--- config.mk ---
export PLATFORM = sky130hd
export DESIGN_NAME = game_ctrl_flat
export DESIGN_NICKNAME = d
export VERILOG_FILES = /design/src/rtl/game_pkg.sv /design/src/rtl/game_ctrl_if.sv /design/src/rtl/button_debounce.sv /design/src/rtl/game_ctrl.sv /design/src/flat_wrapper.sv
export SDC_FILE = /design/constraint.sdc
export NUM_CORES = 1
export LEC_CHECK = 0
export CAP_MARGIN = 15
export CORE_ASPECT_RATIO = 0.5
export CORE_MARGIN = 4
export CORE_UTILIZATION = 59
export DETAILED_ROUTE_END_ITERATION = 16
export PLACE_DENSITY_LB_ADDON = 0.2
export RECOVER_POWER = 50
export SETUP_SLACK_MARGIN = 0.1
export SLEW_MARGIN = 0
export SYNTH_ARGS = -nofsm -noshare
export SYNTH_HDL_FRONTEND = slang
export SYNTH_SLANG_ARGS = --single-unit
--- constraint.sdc ---
create_clock -name clk -period 3.1 [get_ports clk]
set_clock_uncertainty 0.1 [all_clocks]
set_input_delay 0.775 -clock clk [delete_from_list [all_inputs] [get_ports clk]]
set_output_delay 0.775 -clock clk [all_outputs]
set_load 0.01 [all_outputs]
--- src/rtl/game_pkg.sv ---
// Shared game constants: state encodings used by the controller, dino delegate and
// obstacle blocks, plus score width and saturation limit.
package game_pkg;

   localparam logic [1:0] GS_IDLE = 2'b00;
   localparam logic [1:0] GS_RUN  = 2'b10;
   localparam logic [1:0] GS_DEAD = 2'b01;

   localparam int SCORE_W   = 14;
   localparam int SCORE_MAX = 9999;

   typedef enum logic [1:0] {
      ST_IDLE = GS_IDLE,
      ST_RUN  = GS_RUN,
      ST_DEAD = GS_DEAD
   } gameState_e;

endpackage

--- src/rtl/game_ctrl_if.sv ---
// Controller-facing signal bundle: frame timing, raw buttons, pixel masks in;
// game state, conditioned buttons and score out.
interface game_ctrl_if;
   import game_pkg::*;

   logic               frameTick;
   logic               btnJump;
   logic               btnDuck;
   logic               dinoPixel;
   logic               obstaclePixel;
   logic [1:0]         gameState;
   logic               jump;
   logic               duck;
   logic [SCORE_W-1:0] score;

   modport master (
      output frameTick, btnJump, btnDuck, dinoPixel, obstaclePixel,
      input  gameState, jump, duck, score
   );

   modport slave (
      input  frameTick, btnJump, btnDuck, dinoPixel, obstaclePixel,
      output gameState, jump, duck, score
   );

endinterface

--- src/rtl/button_debounce.sv ---
// Raw button conditioner: 2-flop synchronizer, stable-sample counter, registered
// level and a one-cycle pulse on an accepted rising edge.
module button_debounce #(
   parameter int DEBOUNCE_CYCLES = 250000
) (
   input  logic clk,
   input  logic rst,
   input  logic btnRaw,
   output logic level,
   output logic rise
);

   localparam int CNT_W = $clog2(DEBOUNCE_CYCLES) + 1;
   localparam logic [CNT_W-1:0] CNT_LAST = CNT_W'(DEBOUNCE_CYCLES - 1);

   logic             sync_p0;
   logic             sync_p1;
   logic             accepted;
   logic [CNT_W-1:0] stableCnt;

   always_ff @(posedge clk or posedge rst) begin
      if (rst) begin
         sync_p0   <= 1'b0;
         sync_p1   <= 1'b0;
         accepted  <= 1'b0;
         stableCnt <= '0;
         level     <= 1'b0;
      end else begin
         sync_p0 <= btnRaw;
         sync_p1 <= sync_p0;
         level   <= accepted;
         // Counter only runs while the synchronized sample disagrees with the accepted level
         if (sync_p1 == accepted) begin
            stableCnt <= '0;
         end else if (stableCnt == CNT_LAST) begin
            accepted  <= sync_p1;
            stableCnt <= '0;
         end else begin
            stableCnt <= stableCnt + CNT_W'(1);
         end
      end
   end

   assign rise = accepted & ~level;

endmodule

--- src/rtl/game_ctrl.sv ---
// Game controller: button conditioning, IDLE/RUN/DEAD state machine, collision latch
// and saturating score. Define GAME_CTRL_INVINCIBLE_EN to disable collisions.
module game_ctrl
   import game_pkg::*;
#(
   parameter int DEBOUNCE_CYCLES  = 250000,
   parameter int DEAD_HOLD_FRAMES = 30
) (
   input logic        clk,
   input logic        rst,
   game_ctrl_if.slave io
);

   localparam int HOLD_W = (DEAD_HOLD_FRAMES < 1) ? 1 : $clog2(DEAD_HOLD_FRAMES + 1);
   localparam logic [HOLD_W-1:0]  HOLD_LIM  = HOLD_W'(DEAD_HOLD_FRAMES);
   localparam logic [SCORE_W-1:0] SCORE_LIM = SCORE_W'(SCORE_MAX);

   function automatic logic [SCORE_W-1:0] scoreSatInc(input logic [SCORE_W-1:0] v);
      return (v >= SCORE_LIM) ? SCORE_LIM : v + SCORE_W'(1);
   endfunction

   function automatic logic [HOLD_W-1:0] holdSatInc(input logic [HOLD_W-1:0] v);
      return (v >= HOLD_LIM) ? HOLD_LIM : v + HOLD_W'(1);
   endfunction

   gameState_e         state;
   gameState_e         stateNxt;
   logic               jumpLevel;
   logic               jumpRise;
   logic               duckLevel;
   logic               duckRise;
   logic               pressLatch;
   logic               hitLatch;
   logic               hitNow;
   logic               fromDead;
   logic [SCORE_W-1:0] score;
   logic [HOLD_W-1:0]  holdCnt;
   logic               scoreClr;
   logic               scoreInc;
   logic               holdClr;
   logic               holdInc;
   logic               autoSet;

   button_debounce #(.DEBOUNCE_CYCLES(DEBOUNCE_CYCLES)) uJump (
      .clk    (clk),
      .rst    (rst),
      .btnRaw (io.btnJump),
      .level  (jumpLevel),
      .rise   (jumpRise)
   );

   button_debounce #(.DEBOUNCE_CYCLES(DEBOUNCE_CYCLES)) uDuck (
      .clk    (clk),
      .rst    (rst),
      .btnRaw (io.btnDuck),
      .level  (duckLevel),
      .rise   (duckRise)
   );

`ifdef GAME_CTRL_INVINCIBLE_EN
   assign hitLatch = 1'b0;
   assign hitNow   = 1'b0;
`else
   logic pixelHit;
   assign pixelHit = io.dinoPixel & io.obstaclePixel & (state == ST_RUN);

   always_ff @(posedge clk or posedge rst) begin
      if (rst)               hitLatch <= 1'b0;
      else if (io.frameTick) hitLatch <= 1'b0;
      else if (pixelHit)     hitLatch <= 1'b1;
   end

   // A hit on the tick cycle itself still belongs to the frame that is ending
   assign hitNow = hitLatch | pixelHit;
`endif

   // Every tick either consumes or discards the pending press; a press landing on the tick survives
   always_ff @(posedge clk or posedge rst) begin
      if (rst)               pressLatch <= 1'b0;
      else if (io.frameTick) pressLatch <= jumpRise;
      else if (jumpRise)     pressLatch <= 1'b1;
   end

   always_ff @(posedge clk or posedge rst) begin
      if (rst) state <= ST_IDLE;
      else     state <= stateNxt;
   end

   always_comb begin
      stateNxt = state;
      scoreClr = 1'b0;
      scoreInc = 1'b0;
      holdClr  = 1'b0;
      holdInc  = 1'b0;
      autoSet  = 1'b0;
      if (io.frameTick) begin
         unique case (state)
            ST_IDLE: begin
               if (fromDead || pressLatch) begin
                  stateNxt = ST_RUN;
                  scoreClr = 1'b1;
               end
            end
            ST_RUN: begin
               if (hitNow) begin
                  stateNxt = ST_DEAD;
                  holdClr  = 1'b1;
               end else begin
                  scoreInc = 1'b1;
               end
            end
            ST_DEAD: begin
               holdInc = 1'b1;
               if ((holdCnt == HOLD_LIM) && pressLatch) begin
                  stateNxt = ST_IDLE;
                  autoSet  = 1'b1;
               end
            end
            default: stateNxt = ST_IDLE;
         endcase
      end
   end

   always_ff @(posedge clk or posedge rst) begin
      if (rst) begin
         score    <= '0;
         holdCnt  <= '0;
         fromDead <= 1'b0;
      end else begin
         if (scoreClr)      score <= '0;
         else if (scoreInc) score <= scoreSatInc(score);
         if (holdClr)       holdCnt <= '0;
         else if (holdInc)  holdCnt <= holdSatInc(holdCnt);
         // Restart IDLE lasts exactly one frame so the delegate can re-ground the dino
         if (io.frameTick)  fromDead <= autoSet;
      end
   end

   assign io.gameState = state;
   assign io.jump      = jumpLevel;
   assign io.duck      = duckLevel & (state == ST_RUN);
   assign io.score     = score;

   logic unusedDuckRise;
   assign unusedDuckRise = duckRise;

endmodule

--- src/flat_wrapper.sv ---
// flat-port wrapper written by rule: the top's interface ports become plain ports
module game_ctrl_flat import game_pkg::*;
#(
   parameter int DEBOUNCE_CYCLES  = 250000,
   parameter int DEAD_HOLD_FRAMES = 30
)
  (clk, rst, io_frameTick, io_btnJump, io_btnDuck, io_dinoPixel, io_obstaclePixel, io_gameState, io_jump, io_duck, io_score);
  game_ctrl_if io_i ();
  input logic clk;
  input logic rst;
  input wire logic [$bits(io_i.frameTick)-1:0] io_frameTick;
  input wire logic [$bits(io_i.btnJump)-1:0] io_btnJump;
  input wire logic [$bits(io_i.btnDuck)-1:0] io_btnDuck;
  input wire logic [$bits(io_i.dinoPixel)-1:0] io_dinoPixel;
  input wire logic [$bits(io_i.obstaclePixel)-1:0] io_obstaclePixel;
  output wire logic [$bits(io_i.gameState)-1:0] io_gameState;
  output wire logic [$bits(io_i.jump)-1:0] io_jump;
  output wire logic [$bits(io_i.duck)-1:0] io_duck;
  output wire logic [$bits(io_i.score)-1:0] io_score;
  assign io_i.frameTick = io_frameTick;
  assign io_i.btnJump = io_btnJump;
  assign io_i.btnDuck = io_btnDuck;
  assign io_i.dinoPixel = io_dinoPixel;
  assign io_i.obstaclePixel = io_obstaclePixel;
  assign io_gameState = io_i.gameState;
  assign io_jump = io_i.jump;
  assign io_duck = io_i.duck;
  assign io_score = io_i.score;
  game_ctrl #(.DEBOUNCE_CYCLES(DEBOUNCE_CYCLES), .DEAD_HOLD_FRAMES(DEAD_HOLD_FRAMES)) u_core (.clk(clk), .rst(rst), .io(io_i));
endmodule
======== Word-level counts from Yosys, hierarchy flattened ========
Cells that the tools add are included.
word-level totals
  input bits .............................. 7
  bits in registers ....................... 70
cells by class
  reduce and logical (&&, ||, !) cells .... 10
  $lt $le $gt $ge ......................... 2
  add/subtract/negate cells ............... 4
  eq/ne operators ......................... 10
  bitwise gates (word level) .............. 8
  multiplexer cells ....................... 31
operator list
  kind                                                               count
  19-bit 2-to-1 mux                                                  4
  14-bit 2-to-1 mux                                                  3
  19-bit by 1-bit adder with 19-bit output, second input constant    2
  19-bit by 18-bit == test with 1-bit output, second input constant  2
  1-bit 2-to-1 mux                                                   17
  5-bit 2-to-1 mux                                                   3
  14-bit by 1-bit adder with 14-bit output, second input constant    1
  14-bit >= comparator, second input constant                        1
  2-bit nonzero test                                                 4
  2-bit 2-to-1 mux                                                   3
  2-bit by 1-bit != test with 1-bit output, second input constant    3
  2-bit case mux with 3 select lines                                 1
  5-bit by 1-bit adder with 5-bit output, second input constant      1
  5-bit == test, second input constant                               1
  5-bit >= comparator, second input constant                         1
  1-bit AND                                                          4
  2-bit AND reduction                                                2
  4-bit AND reduction                                                1
  1-bit inverter                                                     3
  1-bit == test                                                      2
  2-bit by 1-bit == test with 1-bit output, second input constant    1
  2-bit == test, second input constant                               1
  2-bit zero test                                                    1
  1-bit logical AND                                                  1
  other kinds (2)                                                    2

======== Logic depth before layout (Yosys ltp) ========
Gate-level depths: netlist of run 1.
  depth after elaboration ................. 8
  depth in mapped cells ................... 7
  gate-level depth less buffers ........... 5

======== Hierarchy ========
From an unflattened synthesis of run 1, not the netlist that was laid out.
unflattened totals
  cells, all modules ...................... 373
  area, all modules ....................... 3687.3 sq um
by module, submodules not included
  module           cells each  times used  seq. area each (sq um)  area an instance (sq um)
  button_debounce  107         2           575.6                   1143.6
  game_ctrl        159         1           600.6                   1400.1

======== Worst setup path after synthesis of run 1 ========
Ideal clock, no wire load.
  kind .................................... register to register
  from .................................... register u_core.uDuck.stableCnt[0]
  to ...................................... register u_core.uDuck.stableCnt[9]
  cell stages (with the launch flop) ...... 7
  period minus slack after synthesis ...... 2.008 ns
  path buffers ............................ 1
  arrival time ............................ 1.790 ns
  library setup time ...................... 0.119 ns
  setup slack ............................. 1.092 ns
  cells stage by stage .................... dfrtp_1 > ha_1 > nand3_2 > or4_1 > o31ai_4 > buf_4 > nor2_1
between the ends
  cells in the longest elaborated chain, start to end .. 3
  elaborated cells between the ends (all ways) .. 4
RTL lines
  what                                                                                                           RTL line                                      RTL
  start, declared                                                                                                button_debounce.sv:19                         logic [CNT_W-1:0] stableCnt;
  start signal, assigned                                                                                         button_debounce.sv:39                         stableCnt <= stableCnt + CNT_W'(1);
  19-bit by 1-bit adder with 19-bit output / 19-bit by 18-bit == test with 1-bit output (equally long branches)  button_debounce.sv:39, button_debounce.sv:35
  19-bit 2-to-1 mux *                                                                                            button_debounce.sv:35                         end else if (stableCnt == CNT_LAST) begin
  19-bit 2-to-1 mux *                                                                                            button_debounce.sv:33                         if (sync_p1 == accepted) begin
Every way passes the cells marked *; elsewhere a longest branch is shown, timed or not.
A chain may end at the register's enable or synchronous reset.

======== Worst setup path in the final report of run 1 ========
  from .................................... register u_core.state[1], in the netlist u_core.io.gameState[1]
  to ...................................... output port io_duck
between the ends
  cells in the longest elaborated chain, start to end .. 2
RTL lines
  what                    RTL line            RTL
  start, declared         game_ctrl.sv:26     gameState_e state;
  start signal, assigned  game_ctrl.sv:86     else state <= stateNxt;
  2-bit == test           game_ctrl.sv:141    assign io.duck = duckLevel & (state == ST_RUN);
  1-bit AND               game_ctrl.sv:141
  end, declared           flat_wrapper.sv:18  output wire logic [$bits(io_i.duck)-1:0] io_duck;
No other way between the ends.

==> impl_metrics.ini, run 1 <==
[status]
status = completed

[clock_network]
cts_num_sinks = 70
numCtsBuffers = 9
cts_resized = 0
insertion_delay_ns = 0.33
clockRootBuffer = clkbuf_16
clockBufferDepth = 2
cts_hold_buffers = 0
cts_setup_buffers = 0
ctsHtreeMaxLevel = 3
cts_tree = yes
path_clk_slew_ns = 0.05

[floorplan]
ios = 25
initial_core_util_pct = 63.1
row_count = 19
dieWidth_um = 118
die_area_sq_mm = 0.00746
die_h_um = 63.1
core_sq_mm = 0.00568

[logic_synthesis]
ys_ff_latch = 70
ys_seq_area_share_pct = 48.8
syn_area_per_cell_sq_um = 10.0
synth.net_count = 369
synthTopCellsByArea = dfrtp_1, xnor2_1, nor2_1, nand3_1, nand4_1
synth_edf_count = 0
yosysTopAreaCell = dfrtp_1
ys_types = 54
postSynth.asyncResetShare_pct = 100
syn_inst = 357
synth_area_sq_mm = 0.00359
ys.flop_type = dfrtp_1
synth_top_area_share_pct = 48.8
ys.warnings.count = 0

[cells_and_area]
antenna_cells = 0
fillers = 405
drive_above_1_share_pct = 7.25
fin_util_pct = 73.0
syn2layout_area_growth_pct = 15.7
nNetsFinal = 393

[power_and_ir_drop]
sw_frac_of_total_pct = 24.9
p_total_mw = 2.28
p_switching_mw = 0.569
powerDensity_mw_per_mm2 = 550
clockPowerShare_pct = 41.9
seq_power_share_pct = 46.1
leakagePower_nw = 1.72
internal-power_mw = 1.71
ir_drop_uv = 333
power_frac_comb_pct = 12.0

[drt]
via_per_inst = 6.34
drtIter0Drc = 332
routed_wirelength_um = 7650
drc_errors = 0
final_antenna_net_count = 0
via_count = 2910
firstDrtPassIters = 4
wl_per_cell_um = 16.7

[place]
gp_congestion = 0.893
hpwlAfterDp_um = 5130
io_buffers = 24

[global_routing]
grt_max_degree = 48
grt_pass1_vias = 2890
grt_pass1_wl_um = 13400
grt_use_total_pct = 22.1
overflow = 0
antenna_found_initial = 0

[timing]
worst_pin_slew_ns = 0.908
slew_viol_final = 0
rsz0062_at_grt = no
slew_headroom_pct = 39.4
timing.final.crit_share_pct = 80.2
min_period_ns = 2.49
holdWs_ns = 0.242
hold_viol = 0
fmax_mhz = 402
setup_viol = 0
tns_ns = 0

[setup_path]
end_kind = output port
path_max_fanout = 11
startpoint_type = flop
path_class = flop to output port
arrival_ns = 1.61
required_ns = 2.22

[run]
maxCapViolations = 0

[hold_path]
hp-class = flop to flop
## layout by cell type (no fill, tap or decap), drive strengths merged, types with 9 or more instances in the layout
| cell | count |
|---|---|
| xnor2 | 22 |
| clkdlybuf4s50 | 20 |
| nand3 | 22 |
| clkbuf | 17 |
| and3 | 9 |
| nand4 | 15 |
| dfrtp | 70 |
| nand2 | 12 |
| or4 | 11 |
| inv | 19 |
| nor2 | 43 |
| o31ai | 10 |
| a21oi | 15 |
## cell type report
type,instances,area [sq um],area share [%]
Timing Repair Buffer,26,255,6.15
Clock buffer,16,282,6.79
Tap cell,73,91.3,2.20
Multi-Input combinational cell,255,1700,40.9
Sequential cell,70,1750,42.2
Inverter,19,71.3,1.72
## kinds of logic after synthesis
kind of cell / Yosys count / share of synthesized area (%)
and+or+nand+nor: 156 / 24.9
DFF: 70 / 48.8
AOI/OAI and AO/OA: 66 / 13.7
buffers and inverters: 32 / 3.84
xor gates and xnor gates: 26 / 6.35
adders and majority gates: 5 / 1.74
muxes: 2 / 0.628
## synthesized netlist by cell type (2+ instances only)
cell type,number
xor2_1,4
buf_2,2
and2_1,2
nor2_1,43
clkbuf_1,7
a21oi_1,14
inv_1,19
ha_1,5
buf_4,2
dfrtp_1,70
a22o_1,4
xnor2_1,22
a211oi_1,3
nor3_1,7
and3_1,9
a41oi_1,2
or4_4,2
and4_1,4
nand2b_1,2
or4_1,9
nand3_2,3
nor4_1,8
nand3_1,19
mux2_1,2
or3_1,7
and3b_1,2
a31oi_1,8
o31ai_1,8
o31ai_4,2
o31a_1,2
o21ai_0,7
nand4_1,13
nor4b_1,5
o211ai_1,4
nand3b_1,3
nand2_1,11
a32o_1,3
nand4_2,2
## registers in the layout, indices dropped and copies added, names as in the netlist
| signal | cells |
|---|---|
| u_core.uDuck.sync_p0 | 1 |
| u_core.uJump.sync_p0 | 1 |
| u_core.uDuck.level | 1 |
| u_core.uDuck.stableCnt | 19 |
| u_core.hitLatch | 1 |
| u_core.io.score | 14 |
| u_core.uDuck.accepted | 1 |
| u_core.holdCnt | 5 |
| u_core.uJump.stableCnt | 19 |
| u_core.pressLatch | 1 |
| u_core.uDuck.sync_p1 | 1 |
| u_core.uJump.level | 1 |
| u_core.uJump.sync_p1 | 1 |
| u_core.io.gameState | 2 |
| u_core.fromDead | 1 |
| u_core.uJump.accepted | 1 |
## path summary, 6_finish.rpt
kind | startpoint | end | slack [ns] | cells after the start
setup / recovery | u_core.io.gameState[1] | io_duck | 0.61 | 2
min in group asynchronous | rst | u_core.holdCnt[0] | 1.00 | 2
setup reg to reg | u_core.uDuck.stableCnt[0] | u_core.uDuck.stableCnt[13] | 0.75 | 5
hold reg to reg | u_core.uDuck.sync_p0 | u_core.uDuck.sync_p1 | 0.24 | 0
max in group asynchronous | rst | u_core.uJump.stableCnt[0] | 0.68 | 3
hold / removal | u_core.uDuck.sync_p0 | u_core.uDuck.sync_p1 | 0.24 | 0
## per-layer routing
layer  vias up  routed length (um)  global-route usage (%)
li1       1371                   -                       -
met1      1445                3330                    27.3
met2        86                3840                    38.0
met3         8                 406                    5.09
met4         0                  76                    8.91
met5         -                   0                       0
## power groups by stage
| stage | combinational, mW | clock, mW | sequential [mW] |
|---|---|---|---|
| floorplan | 0.170 | 0 | 1.05 |
| global placement | 0.265 | 0 | 1.06 |
| detailed placement | 0.279 | 0 | 1.06 |
| CTS | 0.283 | 0.976 | 1.05 |
| global route | 0.310 | 1.02 | 1.07 |
| finish | 0.274 | 0.957 | 1.05 |
## per-stage QoR
step	instance area, sq um	setup slack [ns]	cells
after floorplan	3590	0.457	357
after global placement	3880	0.657	443
after detailed placement	3880	0.578	443
after CTS	4160	0.594	459
after global routing	4150	0.326	459
final	4150	0.612	459
## worst max-delay path: stages (launching register included)
cell and delay [ns]:
dfrtp_1 0.52, and3_1 0.22, clkdlybuf4s50_1 0.54
Note: power is estimated with default switching activity, not from simulation.
==> inputs of run 2 (changes only) <==
CORE_UTILIZATION = 53   (was 59)
clock period = 2.01 ns   (was 3.1 ns; I/O delays follow)
==> impl_metrics.ini, run 2 (synthesis gave the netlist of run 1 again) <==
[power_and_ir_drop]
leakagePower_nw = 2.01
sw_frac_of_total_pct = 26.2
clockPowerShare_pct = 40.2
powerDensity_mw_per_mm2 = 767
internal-power_mw = 2.63
seq_power_share_pct = 44.9
p_total_mw = 3.57
p_switching_mw = 0.936
ir_drop_uv = 517
power_frac_comb_pct = 14.9

[floorplan]
die_h_um = 66.2
dieWidth_um = 124
initial_core_util_pct = 56.9
row_count = 20
core_sq_mm = 0.00631
ios = 25
die_area_sq_mm = 0.00823

[timing]
timing.final.crit_share_pct = 94.3
hold_viol = 0
slew_viol_final = 0
worst_pin_slew_ns = 0.706
min_period_ns = 1.89
setup_viol = 0
slew_headroom_pct = 52.7
tns_ns = 0
rsz0062_at_grt = yes
fmax_mhz = 528

[place]
placed_area_sq_mm = 0.00419
gp_congestion = 0.868
io_buffers = 24
hpwlAfterDp_um = 5660

[setup_path]
cp-startpoint = u_core.uDuck.stableCnt[0]
arrival_ns = 2.05
path_max_fanout = 5
rr_worst_depth = 5
startpoint_type = flop
path_class = flop to flop
required_ns = 2.17
r2r-start = u_core.uDuck.stableCnt[0]
end_kind = flop

[clock_network]
clockBufferDepth = 2
numCtsBuffers = 9
cts_num_sinks = 70
clockRootBuffer = clkbuf_16
ctsHtreeMaxLevel = 3
cts_tree = yes
path_clk_slew_ns = 0.05
insertion_delay_ns = 0.33
cts_hold_buffers = 0

[global_routing]
antenna_found_initial = 0
overflow = 0
grt_use_total_pct = 22.1
grt.busiest_layer = met2
grt_pass1_wl_um = 14500
grtUsageMet3_pct = 7.66
grt_max_degree = 36
use_met1_pct = 25.8
grt_pass1_vias = 3050
met2_usage_pct = 40.0

[hold_path]
hp-start = u_core.uJump.sync_p0
hold_path_depth = 0
hp-class = flop to flop

[cells_and_area]
layout_common_cells = dfrtp_1, buf_4, nor2_1
drive_above_1_share_pct = 23.7
layout_commonest_cell = dfrtp_1
biggestRegsByFlops = u_core.uDuck.stableCnt (19), u_core.uJump.stableCnt (19), u_core.io.score (14)
syn2layout_area_growth_pct = 29.8
nNetsFinal = 438
fin_util_pct = 73.8
fillers = 446
antenna_cells = 0
final_area_sq_mm = 0.00465

[drt]
drtIter0Drc = 272
wl_per_cell_um = 16.3
routed_wirelength_um = 8480
via_count = 3149
via_per_inst = 6.07
final_antenna_net_count = 0
drc_errors = 0
firstDrtPassIters = 7

[run]
maxCapViolations = 0

[status]
status = completed
run 2: changes by cell type in the layout (fill, tap and decap cells not counted), sizes merged:
cell           before  now
buf                 1   46
clkinv              0    3
inv                19   18
dlymetal6s2s        0    2
clkdlybuf4s50      20    8
clkbuf             17   13
dlygate4sd2         0   10
clkinvlp            0    2
run 2: layer usage:
| layer | wire length, um | vias to the layer above |
|---|---|---|
| met5 | 0 | - |
| met4 | 108 | 0 |
| met3 | 506 | 13 |
| met2 | 4300 | 116 |
| met1 | 3570 | 1556 |
| li1 | - | 1464 |
run 2: repair_timing:
action,CTS,global route
endpoints found under the setup margin,40,47
pin swaps,2,6
gates resized for setup,21,19
cloned,1,0
buffers inserted,13,3
run 2: power by group through the flow:
| stage | clock [mW] | combinational (mW) | sequential (mW) |
|---|---|---|---|
| after floorplan | 0 | 0.269 | 1.63 |
| after global placement | 0 | 0.475 | 1.62 |
| after detailed placement | 0 | 0.499 | 1.63 |
| after CTS | 1.45 | 0.520 | 1.60 |
| after global routing | 1.53 | 0.599 | 1.61 |
| final | 1.43 | 0.533 | 1.60 |
run 2: final cells by class:
cell class	instances	area [sq um]	area share, %
clock inverter	4	22.5	0.484
clock buffer	12	246	5.30
sequential	70	1760	37.8
tap	88	110	2.37
timing repair buffer	71	626	13.4
inverter	19	72.6	1.56
multi-input combinational	255	1820	39.0
run 2: critical path, stage by stage (launching register included):
cell and delay (ns):
dfrtp_1 0.40, buf_4 0.14, nand4_2 0.12, or3_4 0.44, or4_4 0.48, a21oi_1 0.15
run 2: path summary, 6_finish.rpt:
kind	to	slack (ns)
setup / recovery	u_core.uDuck.stableCnt[17]	0.12
hold / removal	u_core.uJump.sync_p1	0.26
setup reg to reg	u_core.uDuck.stableCnt[17]	0.12
hold reg to reg	u_core.uJump.sync_p1	0.26
max in group asynchronous	u_core.uDuck.sync_p0	0.28
min in group asynchronous	u_core.io.score[4]	0.60
run 2: through the flow:
step                      std cells  setup WS [ns]  hold slack (ns)
after floorplan                 357         0.0529            0.231
after global placement          486        -0.0366            0.237
after detailed placement        486        -0.0935            0.248
after CTS                       516          0.102            0.261
after global routing            519         0.0493            0.272
final                           519          0.115            0.259
==> patch 1: new RTL, config.mk and constraints of run 1 <==
Reset style: synchronous (`rst`), changed in 5 clocked blocks.
--- a/src/rtl/button_debounce.sv
+++ b/src/rtl/button_debounce.sv
@@ -18,7 +18,7 @@
    logic             accepted;
    logic [CNT_W-1:0] stableCnt;
 
-   always_ff @(posedge clk or posedge rst) begin
+   always_ff @(posedge clk) begin
       if (rst) begin
          sync_p0   <= 1'b0;
          sync_p1   <= 1'b0;
--- a/src/rtl/game_ctrl.sv
+++ b/src/rtl/game_ctrl.sv
@@ -64,7 +64,7 @@
    logic pixelHit;
    assign pixelHit = io.dinoPixel & io.obstaclePixel & (state == ST_RUN);
 
-   always_ff @(posedge clk or posedge rst) begin
+   always_ff @(posedge clk) begin
       if (rst)               hitLatch <= 1'b0;
       else if (io.frameTick) hitLatch <= 1'b0;
       else if (pixelHit)     hitLatch <= 1'b1;
@@ -75,13 +75,13 @@
 `endif
 
    // Every tick either consumes or discards the pending press; a press landing on the tick survives
-   always_ff @(posedge clk or posedge rst) begin
+   always_ff @(posedge clk) begin
       if (rst)               pressLatch <= 1'b0;
       else if (io.frameTick) pressLatch <= jumpRise;
       else if (jumpRise)     pressLatch <= 1'b1;
    end
 
-   always_ff @(posedge clk or posedge rst) begin
+   always_ff @(posedge clk) begin
       if (rst) state <= ST_IDLE;
       else     state <= stateNxt;
    end
@@ -121,7 +121,7 @@
       end
    end
 
-   always_ff @(posedge clk or posedge rst) begin
+   always_ff @(posedge clk) begin
       if (rst) begin
          score    <= '0;
          holdCnt  <= '0;
Function: no difference found for any inputs over 10 cycles, from zero or initial values and one cycle with rst high; that may be too few to reach the edited logic, so the function may still have changed.
==> patch 1 against run 1 <==
- cell area fell by 13%
- sequential cell count did not move
- routed wire length fell by 16%
- area after synthesis fell by 12%
- utilization fell by 1.5 points
- worst setup slack got worse by 0.25 ns
- critical path type is now in -> reg
Power is not compared: it rests on default switching activity, and its combinational part moved more than twofold at a synthesized area within 25%.
==> patch 1: results (changes against run 1) <==
----------------------------------------------------
[Run status]
  Result of the run ... finished clean (unchanged)

[Synth]
  Mean instance size in the synthesized netlist ... 8.693 um^2 (was 10.04 um^2)
  Dominant register cell in the synthesized netlist ... dfxtp_1 (was dfrtp_1)
  Post-synth top cells ... dfxtp_1 (70), nor2_1 (43), a21oi_1 (23), inv_1 (20), nand4_1 (18) (was dfrtp_1 (70), nor2_1 (43), xnor2_1 (22), inv_1 (19), nand3_1 (19))
  Synth top area cells ... dfxtp_1 (44%), nor2_1 (5.1%), xnor2_1 (4.7%) (was dfrtp_1 (49%), xnor2_1 (5.4%), nor2_1 (4.5%))
  Async S/R FF share, synth ... 0 (was 1.000)

[Critical path]
  CP Max Fanout ... 9 (was 11)
  CP Launch Point ... io_frameTick (was u_core.io.gameState[1]$_DFFE_PP0P_)
  Critical register-to-register path startpoint ... u_core.uJump.stableCnt[0]$_SDFF_PP0_ (was u_core.uDuck.stableCnt[0]$_DFF_PP0_)

[Place]
  Final RePlAce weighted congestion ... 0.9576 (was 0.8925)
  Number of cells in the design after placement ... 450 (was 443)
  Placement-stage cell area ... 3465 um^2 (was 3879 um^2)
  Sum of net half-perimeters after detailed placement ... 4597 um (was 5134 um)
  Post-place setup slack ... 0.2503 ns (was 0.5780 ns)

[Routing]
  Starting DRC count in detailed routing ... 226 (was 332)
  Detailed-router iteration count before antenna repair ... 5 (was 4)
  Routed wire per std cell ... 13.85 um (was 16.68 um)
  Routed length on met2 ... 3153 um (was 3841 um)
  M1 WL ... 2860 um (was 3330 um)

[Finish]
  Fraction of final layout cells with drive strength greater than 1 ... 0.05316 (was 0.07254)
  Post-Layout Cell Count ... 465 (was 459)

[GRT]
  Met3 global-route usage ... 0.06168 (was 0.05094)
  Maximum number of pins on one net before global-route repair ... 20 (was 48)
  Wire length of the first global-routing pass ... 11160 um (was 13430 um)
  Met1 layer usage reported by global route ... 0.2203 (was 0.2730)

[Clocking]
  Clock transition time at the flip-flop clock pins of the worst setup and hold paths ... 0.07 ns (was 0.05 ns)
  Root Buffer Master ... clkbuf_8 (was clkbuf_16)

----------------------------------------------------
patch 1: cell types whose count changed in the layout (fill, tap and decap cells not counted), moves of 6 or more:
cell       delta
a21oi_1       +9
clkbuf_16     -9
clkbuf_8      +7
dfrtp_1      -70
dfxtp_1      +70
nor2b_1       +6
o21ai_0      +10
or3_1         +6
xor2_1       +10
patch 1: cell families after synthesis:
family                   Yosys count  share of synthesized area
adder cells (fa/ha/maj)            5                    0.01977
flip-flops                        70                     0.4429
buffers and inverters             31                    0.03954
AO/OA/AOI/OAI                     66                     0.1277
XOR/XNOR                          31                    0.08580
AND/OR/NAND/NOR                  160                     0.2811
multiplexers                       1                   0.003163
patch 1: power breakdown:
part           switching [mW]  internal [mW]
registers             0.00180          0.902
clock network           0.318          0.305
logic                  0.0179         0.0115
total                   0.338           1.22
patch 1: worst max-delay path: stages:
cell	delay, ns
dlygate4sd3_1	0.64
nand3b_1	0.28
or4_4	0.63
or4_1	0.43
a21oi_1	0.15
patch 1: worst max path at each step:
stage                                       end  slack (ns)
4_1_cts        u_core.io.score[13]$_SDFFE_PP0P_        0.60
2_1_floorplan  u_core.io.score[11]$_SDFFE_PP0P_        0.83
3_5_place_dp   u_core.io.score[11]$_SDFFE_PP0P_        0.25
5_1_grt        u_core.io.score[13]$_SDFFE_PP0P_        0.30
6_report       u_core.io.score[13]$_SDFFE_PP0P_        0.37
3_3_place_gp   u_core.io.score[11]$_SDFFE_PP0P_        0.30
patch 1: cell type report:
cell class / instances / area, um^2 / share of cell area
Clock buffer: 11 / 141.4 / 0.03921
Clock inverter: 4 / 23.77 / 0.006593
Tap cell: 70 / 87.58 / 0.02429
Timing Repair Buffer: 27 / 251.5 / 0.06974
Sequential cell: 70 / 1401 / 0.3886
Inverter: 20 / 75.07 / 0.02082
Multi-Input combinational cell: 263 / 1625 / 0.4507
==> patch 2: new RTL, settings of run 1 <==
Made on the original files. Add a define of `GAME_CTRL_INVINCIBLE_EN`.
--- a/src/rtl/game_ctrl.sv
+++ b/src/rtl/game_ctrl.sv
@@ -1,5 +1,7 @@
 // Game controller: button conditioning, IDLE/RUN/DEAD state machine, collision latch
 // and saturating score. Define GAME_CTRL_INVINCIBLE_EN to disable collisions.
+`define GAME_CTRL_INVINCIBLE_EN
+
 module game_ctrl
    import game_pkg::*;
 #(
Check against the original RTL: same outputs for any inputs over 10 cycles, from zero or initial values and one cycle with rst high; that may be too few to reach the edited logic, so the function may still have changed.
==> patch 2 against run 1 <==
- sequential cell count is 8 lower
- worst hold slack better by 0.018 ns
- total power is 27% lower
- worst setup slack better by 0.15 ns
- routed wire length is 22% lower
- utilization is 2.5 points lower
- sequential power is 16% lower
- area after synthesis is 16% lower
- sequential share of layout area is 2.4 points higher
- synthesized cell count is 16% lower
- cell area is 16% lower
- critical endpoint unchanged
- largest power group unchanged
- highest routed layer unchanged
==> patch 2: results (changes against run 1) <==
----------------------------------------------------
[GRT]
  Wire length of the first global-routing pass ... 10430 um (was 13430 um)
  Maximum number of pins on one net before global-route repair ... 32 (was 48)
  Met1 layer usage reported by global route ... 0.2413 (was 0.2730)
  Global-route usage over all layers ... 0.2112 (was 0.2211)
  Vias in the first global route ... 2325 (was 2890)

[Power]
  Leak Pwr ... 1.471 nW (was 1.723 nW)
  Worst VDD drop ... 0.3076 mV (was 0.3325 mV)

[Clocking]
  Root Buffer Master ... clkbuf_8 (was clkbuf_16)
  Clock transition time at the flip-flop clock pins of the worst setup and hold paths ... 0.07 ns (was 0.05 ns)

[Place]
  PortBufs ... 21 (was 24)
  Final RePlAce weighted congestion ... 0.8466 (was 0.8925)
  Placement-stage cell area ... 3308 um^2 (was 3879 um^2)

[Finish]
  Post-Layout Cell Count ... 405 (was 459)
  Sequential cell area ... 1551 um^2 (was 1752 um^2)
  Number of fill cells ... 355 (was 405)

[Critical path]
  Endpoint arrival time on the critical path ... 1.47 ns (was 1.61 ns)

[Synth]
  Mapped Cells ... 299 (was 357)
  Sequential cell area fraction in the yosys report ... 0.5167 (was 0.4885)
  Share of cell area taken by muxes after synthesis ... 0.007500 (was 0.006281)
  Post-Synth Adder-Cell Area ... 0.01250 (was 0.01745)
  Xor and xnor area share after synthesis ... 0.09042 (was 0.06350)
  Post-synth top cells ... dfrtp_1 (62), nor2_1 (40), xnor2_1 (21), nand3_1 (19), nand2_1 (16) (was dfrtp_1 (70), nor2_1 (43), xnor2_1 (22), inv_1 (19), nand3_1 (19))
  Number of nets produced by synthesis ... 309 (was 369)
  Compound-cell area share of the yosys netlist ... 0.1108 (was 0.1371)

[Routing]
  Vias ... 2382 (was 2910)
  Starting DRC count in detailed routing ... 113 (was 332)
  Routed wire per std cell ... 14.83 um (was 16.68 um)

[Run status]
  Result of the run ... finished clean (unchanged)

----------------------------------------------------
==> patch 2: cell types whose count changed after synthesis, sizes merged, moves of 6 or more <==
cell,delta
clkbuf,-6
inv,-8
or4,-6
a211o,+7
xor2,+6
a31oi,-8
dfrtp,-8
a21oi,-6
==> patch 2: critical path: cells and delay by family (launching register included) <==
kind	cells	cell delay (ns)
DFF	1	0.44
and+or+nand+nor	1	0.15
buffers and inverters	1	0.54
==> patch 2: path summary, 6_finish.rpt <==
kind,start,depth (start not counted),to,slack [ns]
max,u_core.io.gameState[1]$_DFFE_PP0P_,2,io_duck,0.76
min,u_core.uDuck.sync_p0$_DFF_PP0_,0,u_core.uDuck.sync_p1$_DFF_PP0_,0.26
max reg2reg,u_core.uJump.stableCnt[0]$_DFF_PP0_,5,u_core.uJump.stableCnt[18]$_DFF_PP0_,0.90
min reg2reg,u_core.uDuck.sync_p0$_DFF_PP0_,0,u_core.uDuck.sync_p1$_DFF_PP0_,0.26
max in group asynchronous,rst,3,u_core.uJump.stableCnt[2]$_DFF_PP0_,0.80
min in group asynchronous,rst,2,u_core.uDuck.stableCnt[18]$_DFF_PP0_,1.06
==> patch 2: layer usage <==
layer  wire (um)  up-vias  part of all wire
li1            -     1159                 -
met2        2954       58              0.49
met1        2699     1153              0.45
met4          95        0             0.016
met5           0        -                 0
met3         258       12             0.043
==> patch 2: layout make-up <==
cell class                      instances  share of cell area
Clock buffer                           11             0.04354
Clock inverter                          4            0.006477
Inverter                               11             0.01187
Multi-Input combinational cell        222              0.3991
Sequential cell                        62              0.4462
Tap cell                               70             0.02519
Timing Repair Buffer                   25             0.06765
==> patch 2: power by group <==
| part | switching [mW] | internal, mW |
|---|---|---|
| registers | 0.0414 | 0.838 |
| logic | 0.0771 | 0.0732 |
| clock network | 0.305 | 0.325 |
